### src/rtl/seven_seg_scan.sv
// Four-digit multiplexed seven-segment driver: one digit per scan event, with a
// blanking gap before each digit and registered, snapshot-based segment decode.
module seven_seg_scan #(
    parameter int BLANK_CYCLES = 16
) (
    input  logic        clk,
    input  logic        rst,
    input  logic        scan_tick,
    input  logic [15:0] value,
    input  logic [3:0]  dp,
    input  logic [3:0]  digit_en,
    input  logic        blank_lz,
    output logic [3:0]  an,
    output logic [6:0]  seg,
    output logic        dp_n,
    output logic [1:0]  digit_sel
);

    localparam logic [7:0] LAST_BLANK = 8'(BLANK_CYCLES - 1);

    typedef enum logic [1:0] {
        IDLE,
        BLANK,
        DRIVE
    } state_t;

    state_t      state, state_nx;
    logic        tick_q;
    logic        scan_event;
    logic [7:0]  blank_cnt, blank_cnt_nx;
    logic [1:0]  sel_nx;
    logic [15:0] value_q, value_nx;
    logic [3:0]  dp_q, dp_nx;
    logic [3:0]  en_q, en_nx;
    logic        lz_q, lz_nx;
    logic [3:0]  an_nx;
    logic [6:0]  seg_nx;
    logic        dp_n_nx;
    logic [3:0]  nibble;
    logic        upper_zero;

    function automatic logic [6:0] hex_glyph(input logic [3:0] nib);
        case (nib)
            4'h0:    hex_glyph = 7'b1000000;
            4'h1:    hex_glyph = 7'b1111001;
            4'h2:    hex_glyph = 7'b0100100;
            4'h3:    hex_glyph = 7'b0110000;
            4'h4:    hex_glyph = 7'b0011001;
            4'h5:    hex_glyph = 7'b0010010;
            4'h6:    hex_glyph = 7'b0000010;
            4'h7:    hex_glyph = 7'b1111000;
            4'h8:    hex_glyph = 7'b0000000;
            4'h9:    hex_glyph = 7'b0010000;
            4'hA:    hex_glyph = 7'b0001000;
            4'hB:    hex_glyph = 7'b0000011;
            4'hC:    hex_glyph = 7'b1000110;
            4'hD:    hex_glyph = 7'b0100001;
            4'hE:    hex_glyph = 7'b0000110;
            default: hex_glyph = 7'b0001110;
        endcase
    endfunction

    assign scan_event = scan_tick & ~tick_q;

    // Scan sequencing; events arriving while blanking are deliberately ignored.
    always_comb begin
        state_nx     = state;
        blank_cnt_nx = blank_cnt;
        sel_nx       = digit_sel;
        value_nx     = value_q;
        dp_nx        = dp_q;
        en_nx        = en_q;
        lz_nx        = lz_q;
        case (state)
            IDLE: begin
                if (scan_event) begin
                    state_nx     = BLANK;
                    blank_cnt_nx = 8'd0;
                end
            end
            BLANK: begin
                if (blank_cnt == LAST_BLANK) begin
                    state_nx = DRIVE;
                    sel_nx   = digit_sel + 2'd1;
                    value_nx = value;
                    dp_nx    = dp;
                    en_nx    = digit_en;
                    lz_nx    = blank_lz;
                end else begin
                    blank_cnt_nx = blank_cnt + 8'd1;
                end
            end
            DRIVE: begin
                if (scan_event) begin
                    state_nx     = BLANK;
                    blank_cnt_nx = 8'd0;
                end
            end
            default: state_nx = IDLE;
        endcase
    end

    // Outputs are decoded from next-state values so the registered drive lines
    // change on the same edge the FSM enters DRIVE.
    always_comb begin
        an_nx   = 4'hF;
        seg_nx  = 7'h7F;
        dp_n_nx = 1'b1;
        nibble  = value_nx[{sel_nx, 2'b00} +: 4];
        case (sel_nx)
            2'd1:    upper_zero = (value_nx[15:4] == 12'h000);
            2'd2:    upper_zero = (value_nx[15:8] == 8'h00);
            2'd3:    upper_zero = (value_nx[15:12] == 4'h0);
            default: upper_zero = 1'b0;
        endcase
        if (state_nx == DRIVE && en_nx[sel_nx]) begin
            an_nx   = ~(4'b0001 << sel_nx);
            dp_n_nx = ~dp_nx[sel_nx];
            seg_nx  = (lz_nx && upper_zero) ? 7'h7F : hex_glyph(nibble);
        end
    end

    always_ff @(posedge clk) begin
        if (!rst) begin
            state     <= IDLE;
            tick_q    <= 1'b0;
            blank_cnt <= 8'd0;
            digit_sel <= 2'd3;
            value_q   <= 16'h0000;
            dp_q      <= 4'h0;
            en_q      <= 4'h0;
            lz_q      <= 1'b0;
            an        <= 4'hF;
            seg       <= 7'h7F;
            dp_n      <= 1'b1;
        end else begin
            state     <= state_nx;
            tick_q    <= scan_tick;
            blank_cnt <= blank_cnt_nx;
            digit_sel <= sel_nx;
            value_q   <= value_nx;
            dp_q      <= dp_nx;
            en_q      <= en_nx;
            lz_q      <= lz_nx;
            an        <= an_nx;
            seg       <= seg_nx;
            dp_n      <= dp_n_nx;
        end
    end

endmodule

### config.mk
export PLATFORM = sky130hd
export DESIGN_NAME = seven_seg_scan
export DESIGN_NICKNAME = d
export VERILOG_FILES = /design/src/rtl/seven_seg_scan.sv
export SDC_FILE = /design/constraint.sdc
export NUM_CORES = 1
export LEC_CHECK = 0
export CAP_MARGIN = 20
export CORE_MARGIN = 2
export CORE_UTILIZATION = 53
export CTS_CLUSTER_DIAMETER = 200
export DETAILED_ROUTE_END_ITERATION = 6
export PLACE_DENSITY = 0.76
export SYNTH_ARGS = -nofsm -noshare
export SYNTH_HDL_FRONTEND = slang
export SYNTH_SLANG_ARGS = --single-unit
### constraint.sdc
create_clock -name clk -period 3.38 [get_ports clk]
set_input_delay 0.676 -clock clk [delete_from_list [all_inputs] [get_ports clk]]
set_output_delay 0.676 -clock clk [all_outputs]
set_load 0.05 [all_outputs]
# [Yosys cells after proc, flatten, opt, wreduce, memory -nomap -nowiden]
# Memory sizes are Yosys's and may differ from the RTL's. A register that Yosys moved wholly into a read port is not among the register bits.
# Index checks and enable logic that the tools add are counted.
# Widths: inputs -> output; s select.
[classes] addsub=2 bitwise=6 n_eq_ne=9 n_reduce_logical=11 shifts=2 n_mux=21 magnitude_cmp=1
[op_table] operator="$mux 16" count=2
[op_table] operator="$mux 4" count=4
[op_table] operator="$mux 8" count=2
[op_table] operator="$pmux 8 s2" count=1
[op_table] operator="$shiftx 16x5->4" count=1
[op_table] operator="$logic_not 12->1" count=1
[op_table] operator="$add 8x1->8 const B" count=1
[op_table] operator="$eq 2x2->1 const B" count=4
[op_table] operator="$eq 8x4->1 const B" count=1
[op_table] operator="$logic_not 8->1" count=1
[op_table] operator="$mux 2" count=4
[op_table] operator="$bmux 1 s2" count=2
[op_table] operator="$eq 2x1->1 const B" count=2
[op_table] operator="$logic_not 4->1" count=1
[op_table] operator="$mux 1" count=4
[op_table] operator="$not 1->1" count=4
[op_table] operator="$not 4->4" count=1
[op_table] operator="$pmux 2 s2" count=1
[op_table] operator="$shl 1x2->4 const A" count=1
[op_table] operator="$lt 2x3->1 const B" count=1
[op_table] operator="$pmux 1 s3" count=1
[op_table] operator="$reduce_and 3->1" count=1
[op_table] operator="$reduce_or 3->1" count=1
[op_table] operator="$add 2x1->2 const B" count=1
[op_table] operator="other kinds (8)" count=9
[totals] word_cells=63 n_memories=1 inputBits=28 ff_bits=43 mem_bits_ro=112 out_inout_bits=14
[mem_list] name="(no name shown)" words=16 word_bits=7 rd=1 rd_clocked_by_memory_dff=1 wr=0 line="43" rtl="case (nib)"

# [Depth between registers and ports, before layout]
# Gate-level depths: netlist of run 1.
[logic_depth] depth_word=8 depth_mapped=12

# [Worst setup path after synthesis of run 1]
# Ideal clock, no wire load.
[synth_timing] path_type="flip-flop to flip-flop" startpoint="reg blank_cnt[0]" endpoint="reg seg[5]" setup_slack_ps=488 t_required_ps=3241 path_stages_with_launch=12 arrival_time_ps=2752 n_path_buf=1 setup_ps=139 cell_sequence="dfxtp_1 ha_1 nand4b_1 or3_4 buf_6 mux4_2 nor2b_1 a31oi_4 inv_1 ha_1 mux2i_1 o221ai_2"
[synth_via] elab_chain_cells=8 elab_cells_between_ends=26
[synth_lines] item="start, declared" line="30" rtl="logic [7:0] blank_cnt, blank_cnt_nx;"
[synth_lines] item="start signal, assigned" line="139" rtl="blank_cnt <= blank_cnt_nx;"
[synth_lines] item="$eq 8x4->1 *" line="82" rtl="if (blank_cnt == LAST_BLANK) begin"
[synth_lines] item="branches (longest 7 deep; another with $mux 16)"
[synth_lines] item="end, declared" line="14" rtl="output logic [6:0] seg,"
# Every way passes the cells marked *. The select of a mux whose other input is x is not followed.
# A chain may end at the register's enable or synchronous reset.

# [Final worst setup path of run 1]
[layout_timing] startpoint="reg blank_cnt[4]" endpoint="reg seg[5]"
# The elaborated chain is that of the path after synthesis.

==> results.toml, run 1 <==
[drt]
vias = 2252
firstDrtPassIters = 4
remaining_drc_errors = 0
routed_wl_um = 5856
via_per_inst = 5.547
drt_iter0_drc = 165
wl_per_cell_um = 14.42
antenna_left = 0

[setup_path]
path_class = "reg2reg"
crit_required_ns = 3.56
cp-start-kind = "flop"
reg2reg_to = "seg[5]"
crit_fanout = 12
crit_path_end_kind = "flop"
cp.arrival_ns = 3.11
reg2reg_setup_slack_ns = 0.45
reg2regPathDepth = 9
critPathLaunch = "blank_cnt[4]"
crit_end = "seg[5]"
worstReg2RegStart = "blank_cnt[4]"

[logic_synthesis]
synth-edff-count = 0
syn_area_sq_um = 2648
synth_nets = 336
synth_ff_type = "dfxtp_1"
yosys.area.top_type = "dfxtp_1"
synthCells = 302
yosysWarnings = 0
ys_ff_latch = 50
ys_types = 54
synth_area_leaders = "dfxtp_1 38%, nand2_1 9.4%, a21boi_0 7.1%"
syn_area_per_cell_sq_um = 8.767
synth-seq-area-share_pct = 37.81
synth_top_area_share_pct = 37.81
synthArstFlopShare_pct = 0

[cells_and_area]
multi_input_area_sq_um = 1518
antenna_cells = 0
nFillCells = 429
nNetsFinal = 373
area_growth_pct = 20.65
area.sequential_sq_um = 1001
design_area_sq_um = 3194
drive_above_1_share_pct = 9.440

[global_route]
track_usage_pct = 23.40
grt-ovfl-total = 0
grt_util_met3_pct = 2.945
antenna_found_initial = 0
grt_pass1_vias = 2177
grt_pass1_wl_um = 10090
top_usage_layer = "met2"
met1_usage_pct = 31.17
grt_use_met2_pct = 40.22
grt_max_degree = 34

[power]
power.density_nw_per_um2 = 310.7
ir_worst_vdd_mv = 0.1891
p_leak_nw = 1.181

[floorplan]
dieArea_sq_um = 5576
pin_count = 42
initial_core_util_pct = 55.68
rows = 25
coreArea_sq_um = 4755
die_y_um = 74.68
dieWidth_um = 74.68

[placed_design]
portBuffers = 41
placed_cell_area_sq_um = 3118
gp_congestion = 0.8576
hpwl_um = 4254

[timing]
slew_headroom_pct = 45.49
fin_crit_ns = 2.930
fin_tns_setup_ns = 0
finalCritPeriodShare_pct = 86.68
tightest_slew_ns = 0.7970
finClkSkew_ns = 0.008774
rsz0062_at_grt = "false"
fmax_mhz = 341.3
whs_ns = 0.4691
slew_viol_final = 0
hold_viol = 0
setup_violations = 0

[status]
outcome = "complete, no violations"

[cts]
ctsHoldBuffers = 0
postCtsSetupBuffers = 0
clkTransAtPathRegs_ns = 0.09
numCtsBuffers = 5
insertion_delay_ns = 0.30
cts_tree = "built"
clockRootBuffer = "clkbuf_8"
cts_resized = 0
h-tree-depth = 2
cts_sinks = 50
cts_max_path_buffers = 2

[job]
max_cap_viol_count = 0

[min_path]
hold_class = "reg2reg"
## final cells by class
| class | instances | area share (%) |
|---|---|---|
| flip-flops and latches | 50 | 31.34 |
| multi-input cells | 223 | 47.51 |
| clock buffers | 7 | 2.389 |
| repair buffers | 51 | 15.20 |
| inverters | 8 | 0.9401 |
| well taps | 67 | 2.624 |
## critical path, cell delays in order, from the launching register on
cell and delay (ns):
dfxtp_1 0.34, or3_1 0.50, or3_4 0.46, mux4_2 0.44, nor2b_1 0.17, a31oi_4 0.19, inv_1 0.13, ha_1 0.26
mux2i_1 0.20, o221ai_2 0.12
## cells in the final DEF (no fill, tap or decap), types with 2 or more instances in the layout
cell / instances
a2111oi_0: 2
a21boi_0: 25
a21oi_1: 3
and2_1: 3
and3_1: 4
buf_4: 10
clkbuf_1: 2
clkbuf_8: 5
clkdlybuf4s50_1: 41
dfxtp_1: 50
ha_1: 6
inv_1: 7
mux2i_1: 12
mux4_2: 4
nand2_1: 66
nand2b_1: 5
nand3_1: 8
nand4_1: 2
nor2_1: 15
nor2b_1: 6
nor3_1: 5
nor3b_1: 2
nor4_1: 5
o211ai_1: 4
o21ai_0: 7
o221ai_1: 2
o221ai_2: 2
o311ai_1: 2
or3_1: 2
or4_1: 2
xnor2_1: 3
xor2_1: 5
## cell families (layout without fill, tap and decap cells)
logic type	Yosys count	after routing	synth area share [%]
AO/OA/AOI/OAI	59	59	18.38
XOR/XNOR	8	8	2.647
adder cells (fa/ha/maj)	6	6	2.835
buffers and inverters	29	66	4.868
flip-flops	50	50	37.81
multiplexers	18	18	8.885
AND/OR/NAND/NOR	132	132	24.57
## metrics by stage
step / std cells / setup slack (ns) / power [mW] / utilization [%]
5_1_grt: 406 / 0.2711 / 1.023 / 67.18
4_1_cts: 406 / 0.4467 / 0.9989 / 67.18
6_report: 406 / 0.4502 / 0.9923 / 67.18
2_1_floorplan: 302 / 0.4881 / 0.6295 / -
3_5_place_dp: 399 / 0.4615 / 0.6749 / 65.58
3_3_place_gp: 399 / 0.5345 / 0.6741 / 65.58
## Yosys cell counts, types with 2 or more instances
library cell and instances:
nand2_1 66, dfxtp_1 50, a21boi_0 25, nor2_1 15
clkbuf_1 12, mux2i_1 12, nand3_1 8, inv_1 7
o21ai_0 7, ha_1 6, nor2b_1 6, nand2b_1 5
nor3_1 5, nor4_1 5, xor2_1 5, and3_1 4
buf_2 4, mux4_2 4, o211ai_1 4, a21oi_1 3
and2_1 3, buf_1 3, xnor2_1 3, a2111oi_0 2
buf_6 2, nand4_1 2, nor3b_1 2, o221ai_1 2
o221ai_2 2, o311ai_1 2, or3_1 2, or4_1 2
## worst min-delay path by stage
| stage | cells past startpoint | from | endpoint | slack, ns |
|---|---|---|---|---|
| global route | 2 | value_q[1] | value_q[1] | 0.49 |
| detailed placement | 2 | dp_q[3] | dp_q[3] | 0.46 |
| global placement | 2 | en_q[0] | en_q[0] | 0.45 |
| CTS | 2 | dp_q[0] | dp_q[0] | 0.48 |
| floorplan | 2 | dp_q[0] | dp_q[0] | 0.44 |
| finish | 2 | dp_q[0] | dp_q[0] | 0.47 |
## state kept, by name, indices dropped and copies added, names as in the netlist
register,flops
value_q,16
blank_cnt,8
seg,7
an,4
dp_q,4
en_q,4
digit_sel,2
state,2
dp_n,1
lz_q,1
tick_q,1
## layer usage
layer | share of wire (%) | wire (um) | vias up
met5 | 0 | 0 | -
met4 | 0.58 | 34 | 0
met3 | 5.0 | 294 | 4
met2 | 49 | 2889 | 57
met1 | 45 | 2637 | 1062
li1 | - | - | 1129
## report_power, final
part	internal, mW	switching, mW	total (mW)
Clock	0.143	0.188	0.331
Sequential	0.591	0.00213	0.594
Combinational	0.0390	0.0283	0.0673
Total	0.773	0.219	0.992
Power figures use the tool's default switching activity.
==> inputs of run 2 (changes only) <==
Settings changed: CORE_MARGIN 2 to not set, PLACE_DENSITY 0.76 to 0.79.
==> results.toml, run 2 (same netlist as run 1, synthesis figures left out) <==
[timing]
setup_violations = 0
setup_ws_ns = 0.4398
finalCritPeriodShare_pct = 86.99
fmax_mhz = 340.1
tightest_slew_ns = 0.7920
finClkSkew_ns = 0.005630
slew_headroom_pct = 45.83
slew_viol_final = 0
fin_tns_setup_ns = 0
rsz0062_at_grt = "false"
hold_viol = 0
fin_crit_ns = 2.940

[setup_path]
worst-path-stages = 9
crit_required_ns = 3.56
cp.arrival_ns = 3.12
cp_slowest_cell = "or3_1"
crit_path_end_kind = "flop"
reg2regPathDepth = 9
cp-start-kind = "flop"
crit_buf_inv = 1
crit_fanout = 10
path_cells = "or3_1 > or3_4 > mux4_2 > nor2b_1 > a31oi_4 > inv_1 > ha_1 > mux2i_1 > o221ai_2"
slowest_delay_ns = 0.51
path_delay_family = "simple AND/OR/NAND/NOR gates"
path_class = "reg2reg"

[global_route]
grt_pass1_vias = 2150
track_usage_pct = 24.12
grt_use_met2_pct = 41.85
grt-ovfl-total = 0
grt_pass1_wl_um = 9804
grt_max_degree = 34
top_usage_layer = "met2"
antenna_found_initial = 0
met1_usage_pct = 30.69
grt_util_met3_pct = 3.453

[cells_and_area]
nNetsFinal = 375
antenna_cells = 0
drive_above_1_share_pct = 9.971
mostFrequentLayoutCell = "nand2_1"
reg_top3 = "value_q: 16 flops, blank_cnt: 8 flops, seg: 7 flops"
area.sequential_sq_um = 1001
mostFrequentLayoutCells = "66 x nand2_1, 50 x dfxtp_1, 41 x clkdlybuf4s50_1"
largest_reg_flops = 16
top_register = "value_q"
area_growth_pct = 21.22
stdcell_count = 408
multi_input_area_sq_um = 1518
post-route-util_pct = 67.50
nFillCells = 412

[cts]
cts_resized = 0
cts_sinks = 50
clkTransAtPathRegs_ns = 0.09
h-tree-depth = 2
cts_tree = "built"
insertion_delay_ns = 0.30
numCtsBuffers = 5
cts_max_path_buffers = 2
clockRootBuffer = "clkbuf_8"
postCtsSetupBuffers = 0
ctsHoldBuffers = 0

[drt]
remaining_drc_errors = 0
routed_wl_um = 5759
antenna_left = 0
via_per_inst = 5.512
wl_per_cell_um = 14.12
vias = 2249
drt_iter0_drc = 87
firstDrtPassIters = 4

[floorplan]
dieArea_sq_um = 5282
die_y_um = 72.68
initial_core_util_pct = 55.68
coreArea_sq_um = 4755
rows = 25
pin_count = 42
dieWidth_um = 72.68

[min_path]
hold_path_depth = 2
hold_class = "reg2reg"

[placed_design]
dp_cells = 401
pre_cts_ws_ns = 0.4511
gp_congestion = 0.9075
hpwl_um = 4238
portBuffers = 41

[power]
p_leak_nw = 1.190
power.density_nw_per_um2 = 308.2
ir_worst_vdd_mv = 0.1908

[status]
outcome = "complete, no violations"

[job]
max_cap_viol_count = 0
## run 2: routing by layer
layer / part of all wire, % / routed length (um) / vias up
li1: - / - / 1133
met1: 46 / 2631 / 1037
met2: 48 / 2749 / 66
met3: 5.1 / 291 / 13
met4: 1.5 / 86 / 0
met5: 0 / 0 / -
## run 2: layout make-up
| class | instances | share of cell area (%) |
|---|---|---|
| inverter | 8 | 0.9357 |
| clock buffer | 7 | 2.378 |
| multi-input combinational | 223 | 47.29 |
| tap | 67 | 2.612 |
| sequential | 50 | 31.19 |
| timing repair buffer | 53 | 15.59 |
## run 2: through the flow
step / instance area [sq um] / power, mW / hold WS (ns)
after detailed placement: 3133 / 0.6751 / 0.4575
after global routing: 3209 / 1.015 / 0.4933
after CTS: 3209 / 0.9923 / 0.4708
after global placement: 3133 / 0.6742 / 0.4478
final: 3209 / 0.9892 / 0.4653
after floorplan: 2648 / 0.6295 / 0.4389
## run 2: path summary, 6_finish.rpt
check | from | end | slack (ns)
worst min-delay path | dp_q[0] | dp_q[0] | 0.47
worst min register to register | dp_q[0] | dp_q[0] | 0.47
worst max register to register | blank_cnt[4] | seg[5] | 0.44
worst max-delay path | blank_cnt[4] | seg[5] | 0.44
## run 2: worst reg2reg max path: cells and delay by family, from the launching register on
family	cells	cell delay, ns
AO/OA/AOI/OAI	2	0.31
adder cells (fa/ha/maj)	1	0.27
buffers and inverters	1	0.13
flip-flops	1	0.34
multiplexers	2	0.65
AND/OR/NAND/NOR	3	1.11
## run 2: power breakdown
part	internal, mW	switching [mW]
Sequential	0.591	0.00197
Clock	0.143	0.185
Combinational	0.0391	0.0285
Total	0.773	0.216
==> inputs of run 3 (changes only) <==
Settings changed: GPL_ROUTABILITY_DRIVEN set to 1, TNS_END_PERCENT set to 50.
==> results of run 3 <==
Final layout, timing and power as in run 2 (identical DEF).
